## src/rtl/recovery_pkg.sv

```systemverilog
// Shared types and defaults for the checkpoint/rollback sequencer.
package recovery_pkg;

  localparam int unsigned XLEN_DEF     = 32;
  localparam int unsigned NUM_REGS_DEF = 32;
  localparam int unsigned AW_DEF       = 5;

  typedef enum logic [1:0] {
    ST_IDLE = 2'd0,
    ST_CKPT = 2'd1,
    ST_RSTR = 2'd2
  } rc_state_t;

  // Keep only the low 'aw' bits of an index so that the recovery register
  // address never carries stray upper bits.
  function automatic logic [31:0] zext_idx(input logic [31:0] idx, input int unsigned aw);
    logic [31:0] v;
    v = '0;
    for (int unsigned b = 0; b < 32; b++) begin
      if (b < aw) v[b] = idx[b];
    end
    return v;
  endfunction

endpackage

```

## src/rtl/recovery_if.sv

```systemverilog
// Copy-port bundle between the sequencer, the primary register file and the
// recovery register store.
interface recovery_if
  import recovery_pkg::*;
#(
  parameter int unsigned XLEN = XLEN_DEF,
  parameter int unsigned AW   = AW_DEF
);

  logic [AW-1:0]   rf_rd_addr;
  logic [XLEN-1:0] rf_rd_data;
  logic            rf_we;
  logic [AW-1:0]   rf_wr_addr;
  logic [XLEN-1:0] rf_wd;
  logic            rec_WE;
  logic [31:0]     rec_A;
  logic [XLEN-1:0] rec_WD;
  logic [XLEN-1:0] rec_RD;

  modport master (
    output rf_rd_addr, rf_we, rf_wr_addr, rf_wd,
    output rec_WE, rec_A, rec_WD,
    input  rf_rd_data, rec_RD
  );

  modport slave (
    input  rf_rd_addr, rf_we, rf_wr_addr, rf_wd,
    input  rec_WE, rec_A, rec_WD,
    output rf_rd_data, rec_RD
  );

endinterface

```

## src/rtl/recovery_idx_counter.sv

```systemverilog
// Register-walk index counter. One extra bit of width keeps the terminal
// compare from aliasing when NUM_REGS is a power of two.
module recovery_idx_counter
  import recovery_pkg::*;
#(
  parameter int unsigned NUM_REGS = NUM_REGS_DEF,
  parameter int unsigned AW       = AW_DEF
) (
  input  logic          clk,
  input  logic          rst_in,
  input  logic          i_clr,
  input  logic          i_en,
  output logic [AW-1:0] o_idx,
  output logic          o_last
);

  localparam logic [AW:0] LAST_IDX = (AW+1)'(NUM_REGS - 1);
  localparam logic [AW:0] ONE      = (AW+1)'(1);

  logic [AW:0] r_idx;

  // Clear has priority over advance; reset forces index 0.
  always_ff @(posedge clk) begin
    if (!rst_in) begin
      r_idx <= '0;
    end else if (i_clr) begin
      r_idx <= '0;
    end else if (i_en) begin
      r_idx <= r_idx + ONE;
    end
  end

  assign o_idx  = r_idx[AW-1:0];
  assign o_last = (r_idx == LAST_IDX);

endmodule

```

## src/rtl/recovery_ctrl.sv

```systemverilog
// Checkpoint/rollback sequencer: copies the register file and PC into the
// recovery store on request, and copies them back on a rollback request.
module recovery_ctrl
  import recovery_pkg::*;
#(
  parameter int unsigned XLEN     = XLEN_DEF,
  parameter int unsigned NUM_REGS = NUM_REGS_DEF,
  parameter int unsigned AW       = AW_DEF
) (
  input  logic            clk,
  input  logic            rst_in,
  input  logic            ckpt_req,
  input  logic            rstr_req,
  input  logic [XLEN-1:0] pc_in,
  recovery_if.master      bus,
  output logic            busy,
  output logic            done,
  output logic            err,
  output logic            ckpt_valid,
  output logic [XLEN-1:0] restore_pc,
  output logic            pc_load
);

  rc_state_t       r_state;
  logic            r_busy;
  logic            r_done;
  logic            r_err;
  logic            r_pc_load;
  logic            r_ckpt_valid;
  logic [XLEN-1:0] r_saved_pc;
  logic [XLEN-1:0] r_restore_pc;

  logic [AW-1:0]   w_idx;
  logic            w_last;
  logic            w_cnt_clr;
  logic            w_cnt_en;
  logic [31:0]     w_rec_a;

  // Counter is held at 0 while idle, so every walk starts from index 0;
  // an abort also clears it so no stale index leaks out.
  always_comb begin
    w_cnt_clr = (r_state == ST_IDLE) || ((r_state == ST_CKPT) && rstr_req);
    w_cnt_en  = (r_state != ST_IDLE);
  end

  recovery_idx_counter #(
    .NUM_REGS (NUM_REGS),
    .AW       (AW)
  ) u_idx (
    .clk    (clk),
    .rst_in (rst_in),
    .i_clr  (w_cnt_clr),
    .i_en   (w_cnt_en),
    .o_idx  (w_idx),
    .o_last (w_last)
  );

  assign w_rec_a = zext_idx(32'(w_idx), AW);

  // Sequencer FSM with registered status outputs; pulses default low.
  always_ff @(posedge clk) begin
    if (!rst_in) begin
      r_state      <= ST_IDLE;
      r_busy       <= 1'b0;
      r_done       <= 1'b0;
      r_err        <= 1'b0;
      r_pc_load    <= 1'b0;
      r_ckpt_valid <= 1'b0;
      r_saved_pc   <= '0;
      r_restore_pc <= '0;
    end else begin
      r_done    <= 1'b0;
      r_err     <= 1'b0;
      r_pc_load <= 1'b0;
      case (r_state)
        ST_IDLE: begin
          if (rstr_req) begin
            if (r_ckpt_valid) begin
              r_state <= ST_RSTR;
              r_busy  <= 1'b1;
            end else begin
              r_err <= 1'b1;
            end
          end else if (ckpt_req) begin
            r_state      <= ST_CKPT;
            r_busy       <= 1'b1;
            r_saved_pc   <= pc_in;
            r_ckpt_valid <= 1'b0;
          end
        end
        ST_CKPT: begin
          // A rollback arriving mid-checkpoint finds the store half
          // overwritten, so the only safe answer is an unrecoverable error.
          if (rstr_req) begin
            r_state      <= ST_IDLE;
            r_busy       <= 1'b0;
            r_err        <= 1'b1;
            r_ckpt_valid <= 1'b0;
          end else if (w_last) begin
            r_state      <= ST_IDLE;
            r_busy       <= 1'b0;
            r_done       <= 1'b1;
            r_ckpt_valid <= 1'b1;
          end
        end
        ST_RSTR: begin
          if (w_last) begin
            r_state      <= ST_IDLE;
            r_busy       <= 1'b0;
            r_done       <= 1'b1;
            r_pc_load    <= 1'b1;
            r_restore_pc <= r_saved_pc;
          end
        end
        default: begin
          r_state <= ST_IDLE;
          r_busy  <= 1'b0;
        end
      endcase
    end
  end

  // Copy-port steering decoded from the state register; all zero when idle.
  always_comb begin
    bus.rf_rd_addr = '0;
    bus.rf_we      = 1'b0;
    bus.rf_wr_addr = '0;
    bus.rf_wd      = '0;
    bus.rec_WE     = 1'b0;
    bus.rec_A      = '0;
    bus.rec_WD     = '0;
    case (r_state)
      ST_CKPT: begin
        bus.rf_rd_addr = w_idx;
        bus.rec_A      = w_rec_a;
        bus.rec_WE     = 1'b1;
        bus.rec_WD     = bus.rf_rd_data;
      end
      ST_RSTR: begin
        bus.rec_A      = w_rec_a;
        bus.rf_wr_addr = w_idx;
        bus.rf_we      = 1'b1;
        bus.rf_wd      = bus.rec_RD;
      end
      default: begin
      end
    endcase
  end

  assign busy       = r_busy;
  assign done       = r_done;
  assign err        = r_err;
  assign pc_load    = r_pc_load;
  assign ckpt_valid = r_ckpt_valid;
  assign restore_pc = r_restore_pc;

endmodule

```

## src/flat_wrapper.sv

```systemverilog
// flat-port wrapper written by rule: the top's interface ports become plain ports
module recovery_ctrl_flat import recovery_pkg::*;
#(
  parameter int unsigned XLEN     = XLEN_DEF,
  parameter int unsigned NUM_REGS = NUM_REGS_DEF,
  parameter int unsigned AW       = AW_DEF
)
  (clk, rst_in, ckpt_req, rstr_req, pc_in, busy, done, err, ckpt_valid, restore_pc, pc_load, bus_rf_rd_addr, bus_rf_we, bus_rf_wr_addr, bus_rf_wd, bus_rec_WE, bus_rec_A, bus_rec_WD, bus_rf_rd_data, bus_rec_RD);
  recovery_if #(.XLEN(XLEN), .AW(AW)) bus_i ();
  input  logic clk;
  input  logic rst_in;
  input  logic ckpt_req;
  input  logic rstr_req;
  input  logic [XLEN-1:0] pc_in;
  output logic busy;
  output logic done;
  output logic err;
  output logic ckpt_valid;
  output logic [XLEN-1:0] restore_pc;
  output logic pc_load;
  output wire logic [$bits(bus_i.rf_rd_addr)-1:0] bus_rf_rd_addr;
  output wire logic [$bits(bus_i.rf_we)-1:0] bus_rf_we;
  output wire logic [$bits(bus_i.rf_wr_addr)-1:0] bus_rf_wr_addr;
  output wire logic [$bits(bus_i.rf_wd)-1:0] bus_rf_wd;
  output wire logic [$bits(bus_i.rec_WE)-1:0] bus_rec_WE;
  output wire logic [$bits(bus_i.rec_A)-1:0] bus_rec_A;
  output wire logic [$bits(bus_i.rec_WD)-1:0] bus_rec_WD;
  input wire logic [$bits(bus_i.rf_rd_data)-1:0] bus_rf_rd_data;
  input wire logic [$bits(bus_i.rec_RD)-1:0] bus_rec_RD;
  assign bus_rf_rd_addr = bus_i.rf_rd_addr;
  assign bus_rf_we = bus_i.rf_we;
  assign bus_rf_wr_addr = bus_i.rf_wr_addr;
  assign bus_rf_wd = bus_i.rf_wd;
  assign bus_rec_WE = bus_i.rec_WE;
  assign bus_rec_A = bus_i.rec_A;
  assign bus_rec_WD = bus_i.rec_WD;
  assign bus_i.rf_rd_data = bus_rf_rd_data;
  assign bus_i.rec_RD = bus_rec_RD;
  recovery_ctrl #(.XLEN(XLEN), .NUM_REGS(NUM_REGS), .AW(AW)) u_core (.clk(clk), .rst_in(rst_in), .ckpt_req(ckpt_req), .rstr_req(rstr_req), .pc_in(pc_in), .bus(bus_i), .busy(busy), .done(done), .err(err), .ckpt_valid(ckpt_valid), .restore_pc(restore_pc), .pc_load(pc_load));
endmodule
```

## config.mk

```make
export PLATFORM = sky130hd
export DESIGN_NAME = recovery_ctrl_flat
export DESIGN_NICKNAME = d
export VERILOG_FILES = /design/src/rtl/recovery_pkg.sv /design/src/rtl/recovery_if.sv /design/src/rtl/recovery_idx_counter.sv /design/src/rtl/recovery_ctrl.sv /design/src/flat_wrapper.sv
export SDC_FILE = /design/constraint.sdc
export NUM_CORES = 1
export LEC_CHECK = 0
export BUFFER_PORTS_ARGS = -buffer_cell sky130_fd_sc_hd__clkbuf_2
export CORE_ASPECT_RATIO = 0.7
export CORE_UTILIZATION = 38
export DETAILED_ROUTE_END_ITERATION = 8
export GPL_TIMING_DRIVEN = 0
export PLACE_DENSITY = 0.85
export SYNTH_ARGS = -nofsm -noshare
export SYNTH_HDL_FRONTEND = slang
export SYNTH_HIERARCHICAL = 1
export SYNTH_SLANG_ARGS = --single-unit
```

## constraint.sdc

```tcl
create_clock -name clk -period 1.6 [get_ports clk]
set_input_delay 0.08 -clock clk [delete_from_list [all_inputs] [get_ports clk]]
set_output_delay 0.08 -clock clk [all_outputs]
set_load 0.005 [all_outputs]
```

**After elaboration in Yosys (flattened, before gate mapping)**

Index checks and enable logic that the tools add are counted.

- Register bits: 77
- Input bits: 100
- Word-level logic and storage cells: 63

- $add $sub $neg: 1
- Equality and inequality tests: 8
- Mux-type cells: 31
- Bitwise gates (word level): 2
- Reduce and logical (&&, ||, !) cells: 12

Operators with widths:

| cell | count |
|---|---|
| $mux 32 | 2 |
| $mux 1 | 16 |
| $mux 5 | 3 |
| $mux 2 | 5 |
| $add 6x1->6 const B | 1 |
| $eq 6x5->1 const B | 1 |
| $ne 3x3->1 const B | 2 |
| $pmux 1 s2 | 3 |
| $pmux 2 s3 | 1 |
| $reduce_and 2->1 | 3 |
| $ne 2x2->1 const B | 2 |
| $reduce_and 4->1 | 1 |
| $reduce_bool 2->1 | 2 |
| $reduce_or 2->1 | 2 |
| $ne 3x2->1 const B | 1 |
| $pmux 1 s3 | 1 |
| $reduce_and 3->1 | 1 |
| $eq 2x1->1 const B | 1 |
| $eq 2x2->1 const B | 1 |
| $logic_not 2->1 | 1 |
| $not 1->1 | 2 |
| $logic_and 1x1->1 | 1 |
| $logic_or 1x1->1 | 1 |

**Logic depth before layout (Yosys ltp)**

- Depth in word-level cells: 4
- Mapped depth: 8
- Depth with buffers taken out: 7

**Hierarchy**

Netlist, hierarchy kept.

Modules (own cells, without submodules):

| module | instances | cells an instance | area an instance (um^2) | sequential area each (um^2) |
|---|---|---|---|---|
| recovery_ctrl | 1 | 440 | 3479.6 | 1421.4 |
| recovery_idx_counter | 1 | 32 | 292.8 | 120.1 |

**Worst setup path before layout**

Ideal clock, no wire load.

- Path type: reg2reg
- Start: register u_core.u_idx.r_idx[0]
- End: register u_core.r_restore_pc[10], in the netlist u_core/restore_pc[10]
- Data arrival time: 1.580 ns
- Required time: 1.524 ns
- Path slack: -0.056 ns
- Cell stages (with the launch flop): 9
- Buffers on the path: 2
- Cell sequence: dfxtp_1 > ha_1 > nand4_1 > nor2_1 > and2_1 > clkbuf_1 > buf_2 > nand2_1 > a21boi_0

- Cells in the longest elaborated chain, start to end: 2

Ends and longest elaborated chain:

| item | line | text |
|---|---|---|
| from (decl) | recovery_idx_counter.sv:20 | `logic [AW:0] r_idx;` |
| from (signal assigned) | recovery_idx_counter.sv:29 | `r_idx <= r_idx + ONE;` |
| $eq 6x5->1 | recovery_idx_counter.sv:34 | `assign o_last = (r_idx == LAST_IDX);` |
| via u_core.w_last | recovery_ctrl.sv:34 | `logic w_last;` |
| $reduce_and 2->1 (no source line) | n/a |  |
| to (signal assigned) | recovery_ctrl.sv:112 | `r_restore_pc <= r_saved_pc;` |
| to (decl) | recovery_ctrl.sv:31 | `logic [XLEN-1:0] r_restore_pc;` |

The timed path passes the listed nets, and every way through them passes these cells.
A chain may end at the register's enable or synchronous reset.

**Final worst setup path**

- Start: register u_core.r_state[1]
- End: register u_core.r_state[0]

- Cells in the longest elaborated chain, start to end: 3
- Elaborated cells between the ends (all ways): 7
- Classes of those cells: eq/ne: 4; mux: 1; reduce/logical: 2

Ends and longest elaborated chain:

| item | line | text |
|---|---|---|
| from (decl) | recovery_ctrl.sv:24 | `rc_state_t r_state;` |
| from (signal assigned) | recovery_ctrl.sv:63 | `r_state <= ST_IDLE;` |
| from (signal assigned) | recovery_ctrl.sv:79 | `r_state <= ST_RSTR;` |
| from (signal assigned) | recovery_ctrl.sv:85 | `r_state <= ST_CKPT;` |
| $logic_not 2->1 | recovery_ctrl.sv:75 | `case (r_state)` |
| $ne 3x2->1 (no source line) / $ne 3x3->1 (equally long branches) | n/a |  |
| $reduce_and 2->1 (no source line) | n/a |  |

Several ways; a longest one is shown, not always the timed one.

==> summary.md <==
| Metric | Value |
|---|---|
| # diodes | 0 |
| Initial DRC count | 248 |
| PortBufs | 217 |
| Mapped Area | 3770 um^2 |
| Clock Tree Buf Depth | 2 |
| Data required, critical path | 1.83 ns |
| Hold Path Origin | pc_in[22] |
| Initial Utilization | 39.0% |
| Worst VDD drop | 0.550 mV |
| Status | complete, but fails checks |
| HPWL reported at the end of detailed placement | 8550 um |
| Post-route ant nets | 0 |
| Setup violators final | 1 |
| Synth area leaders | dfxtp_1 (41%), nand2_1 (14%), and2_1 (13%) |
| Residual overflow from global routing | 0 |
| RSZ-0062 raised after global routing | true |
| GRT Total Usage | 22.1% |
| Mean area per synthesized cell | 7.99 um^2 |
| Vias in the first global route | 3485 |
| Synth Instances | 472 |
| Worst-skew pair later-pin latency | 0.33 ns |
| Clk pin slew, worst setup/hold paths | 0.06 ns |
| Worst R2R Setup Slack | -0.0004 ns |
| Die Height | 85.4 um |
| Number of synthesized register bits | 77 |
| Post-synth cell types | 36 |
| Share of cells above drive strength 1 | 40.6% |
| DRC | 0 |
| Post-Place Setup Slack | -0.426 ns |
| Worst setup path class | reg2reg |
| Crit. End Element | flop |
| FMAX | 625 MHz |
| Max cap viols | 0 |
| CP Max Fanout | 6 |
| Min Tclk post-route | 1.60 ns |
| Slowest stage delay, CP | 0.39 ns |
| Worst EP arrival | 1.83 ns |
| Die X | 121 um |
| RD Place Congestion | 0.822 |
| CTS tree | done |
| Largest area contributor in the netlist | dfxtp_1 |
| Worst reg-to-reg path cell count | 7 |
| PD cells | 754 nW/um^2 |
| Top cell type's share of synthesized area | 40.9% |
| Worst Hold End | u_core/r_saved_pc[22] |
| Worst hold-check path type | in2reg |
| Final nets | 868 |
| CP max stage cell | dfxtp_4 |
| Hold path cells | 3 |
| Pwr Total | 4470 uW |
| Core Rows | 30 |
| Failing checks | negative setup slack |
| Largest net degree at the start of global routing | 12 |
| Fin Hold WS | 0.00514 ns |
| CP Launch Type | flop |
| Routed len/inst | 13.0 um |
| Slew Limit Fails | 0 |
| Total iterations of the first detailed-routing run | 4 |
| Final wirelength | 11600 um |
| RR Endpoint | u_core/r_state[0] |
| CORE AREA | 9680 um^2 |
| Final hold viol count | 0 |
| Crit share post-route | 100% |
| Final Core Density | 61.3% |
| # fillers | 835 |
| Setup ws final | -0.000426 ns |
| Static Leak | 0.00289 uW |
| Antenna violations before repair | 0 |
| Vias per cell | 4.40 |
| Root Driver | clkbuf_16 |
| Total die area | 10300 um^2 |
| Io pins | 245 |
| H-tree Lvls | 3 |
| Layout area overhead | 57.3% |
| Synthesis Warnings | 6 |
| CTS buffer count | 9 |
| Via count | 3937 |
| Skew final | 0.00514 ns |
| Register area share after synthesis | 40.9% |
| Crit-path cells | inv_4 -> ha_4 -> and3b_1 -> buf_6 -> a211oi_4 -> nor3b_2 -> a32o_1 |
| FF-to-FF Start | u_core/r_state[1] |
| CTS Sinks | 77 |
| First-pass GRT wire length | 17500 um |
==> worst max-delay path by stage <==
stage                                      from                    end  slack, ns  depth (start not counted)
after floorplan           u_core/u_idx/r_idx[0]  u_core/restore_pc[10]       0.01                          8
after global placement    u_core/u_idx/r_idx[0]  u_core/restore_pc[21]      -0.33                          8
after detailed placement  u_core/u_idx/r_idx[0]  u_core/restore_pc[12]      -0.43                          8
after CTS                     u_core/r_state[1]         bus_rec_WD[18]     -0.008                          5
after global routing          u_core/r_state[1]      u_core/r_state[0]      -0.07                          7
final                         u_core/r_state[1]      u_core/r_state[0]    -0.0004                          7
==> per-layer routing <==
layer	GRT usage, %	vias to the layer above	wire length, um
met5	0	-	0
met3	7.66	15	847
li1	-	2018	-
met4	5.95	0	167
met2	33.2	136	5190
met1	30.0	1768	5420
==> flip-flops by register name, indices dropped and copies added (netlist names) <==
signal,cells
u_core/r_saved_pc,32
u_core/ckpt_valid,1
u_core/restore_pc,32
u_core/r_state,2
u_core/busy,1
u_core/done,1
u_core/u_idx/r_idx,6
u_core/err,1
u_core/pc_load,1
==> per-stage QoR <==
step	instance area (um^2)	std cells	setup TNS, ns
floorplan	3870	498	0
global placement	5120	843	-12.75
detailed placement	5120	843	-14.03
CTS	5800	887	-0.0102
global route	5940	894	-0.168
finish	5940	894	-0.000426
==> worst max-delay path, delay by kind of cell, from the launching register on <==
family / cells / cell delay, ns
flip-flops: 1 / 0.39
adder cells (fa/ha/maj): 1 / 0.18
buffers and inverters: 2 / 0.19
AO/OA/AOI/OAI: 2 / 0.50
AND/OR/NAND/NOR: 2 / 0.24
==> synth_stat cells, drive strengths merged <==
master	n
nand2	137
and2	80
dfxtp	77
a21boi	64
buf	42
clkbuf	20
nor2	10
ha	6
nand4	4
o21ai	4
a21oi	3
inv	3
xor2	3
and3	2
a211oi	1
a32o	1
and2b	1
and3b	1
conb	1
mux2i	1
nand2b	1
nand3	1
nand3b	1
nor2b	1
nor3	1
nor3b	1
o21bai	1
o22ai	1
o32ai	1
or3	1
xnor2	1
==> kinds of logic (layout without fill, tap and decap cells) <==
family                     after synthesis  in the layout  share of synthesized area [%]
and+or+nand+nor                        242            242                           30.6
DFF                                     77             77                           40.9
AOI/OAI and AO/OA                       76             76                           15.1
buffers and inverters                   65            333                           10.1
adders and majority gates                6              6                           1.99
xor gates and xnor gates                 4              4                          0.929
other                                    1             27                         0.0994
muxes                                    1              1                          0.265
==> final cells by class <==
cell class	instances	area [um^2]	share of cell area, %
clock inverter	1	5.00	0.0843
tap	128	160	2.70
multi-input combinational	356	2020	34.0
timing repair buffer	254	1450	24.4
inverter	3	18.8	0.316
sequential	77	1560	26.2
buffer	61	457	7.69
clock buffer	14	274	4.62
==> cell usage in the layout (no fill, tap or decap), types with 3 or more instances in the layout <==
master and count:
clkbuf_2 220, nand2_1 136, and2_1 78, dfxtp_1 73
a21boi_0 47, buf_4 41, dlygate4sd3_1 27, conb_1 27
a21boi_1 17, clkbuf_16 10, clkbuf_1 10, nor2_1 9
clkbuf_4 8, clkbuf_8 6, buf_6 4, ha_4 4
dfxtp_4 4, inv_4 3, a21oi_1 3, o21ai_0 3
nand4_1 3, xor2_1 3
==> power breakdown <==
group	leakage, uW	internal, uW	total [uW]	switching, uW
Clock	0.000139	1170	1890	724
Sequential	0.000627	1960	1990	24.7
Combinational	0.00213	329	597	268
==> what timing repair did <==
item | in CTS | in global routing
hold buffers | 27 | 0
gates resized for setup | 44 | 31
hold endpoints to repair | 27 | 0
setup buffers | 3 | 6
gates cloned | 0 | 1
pin swaps | 1 | 6
endpoints found under the setup margin | 131 | 136
Power figures use the tool's default switching activity.
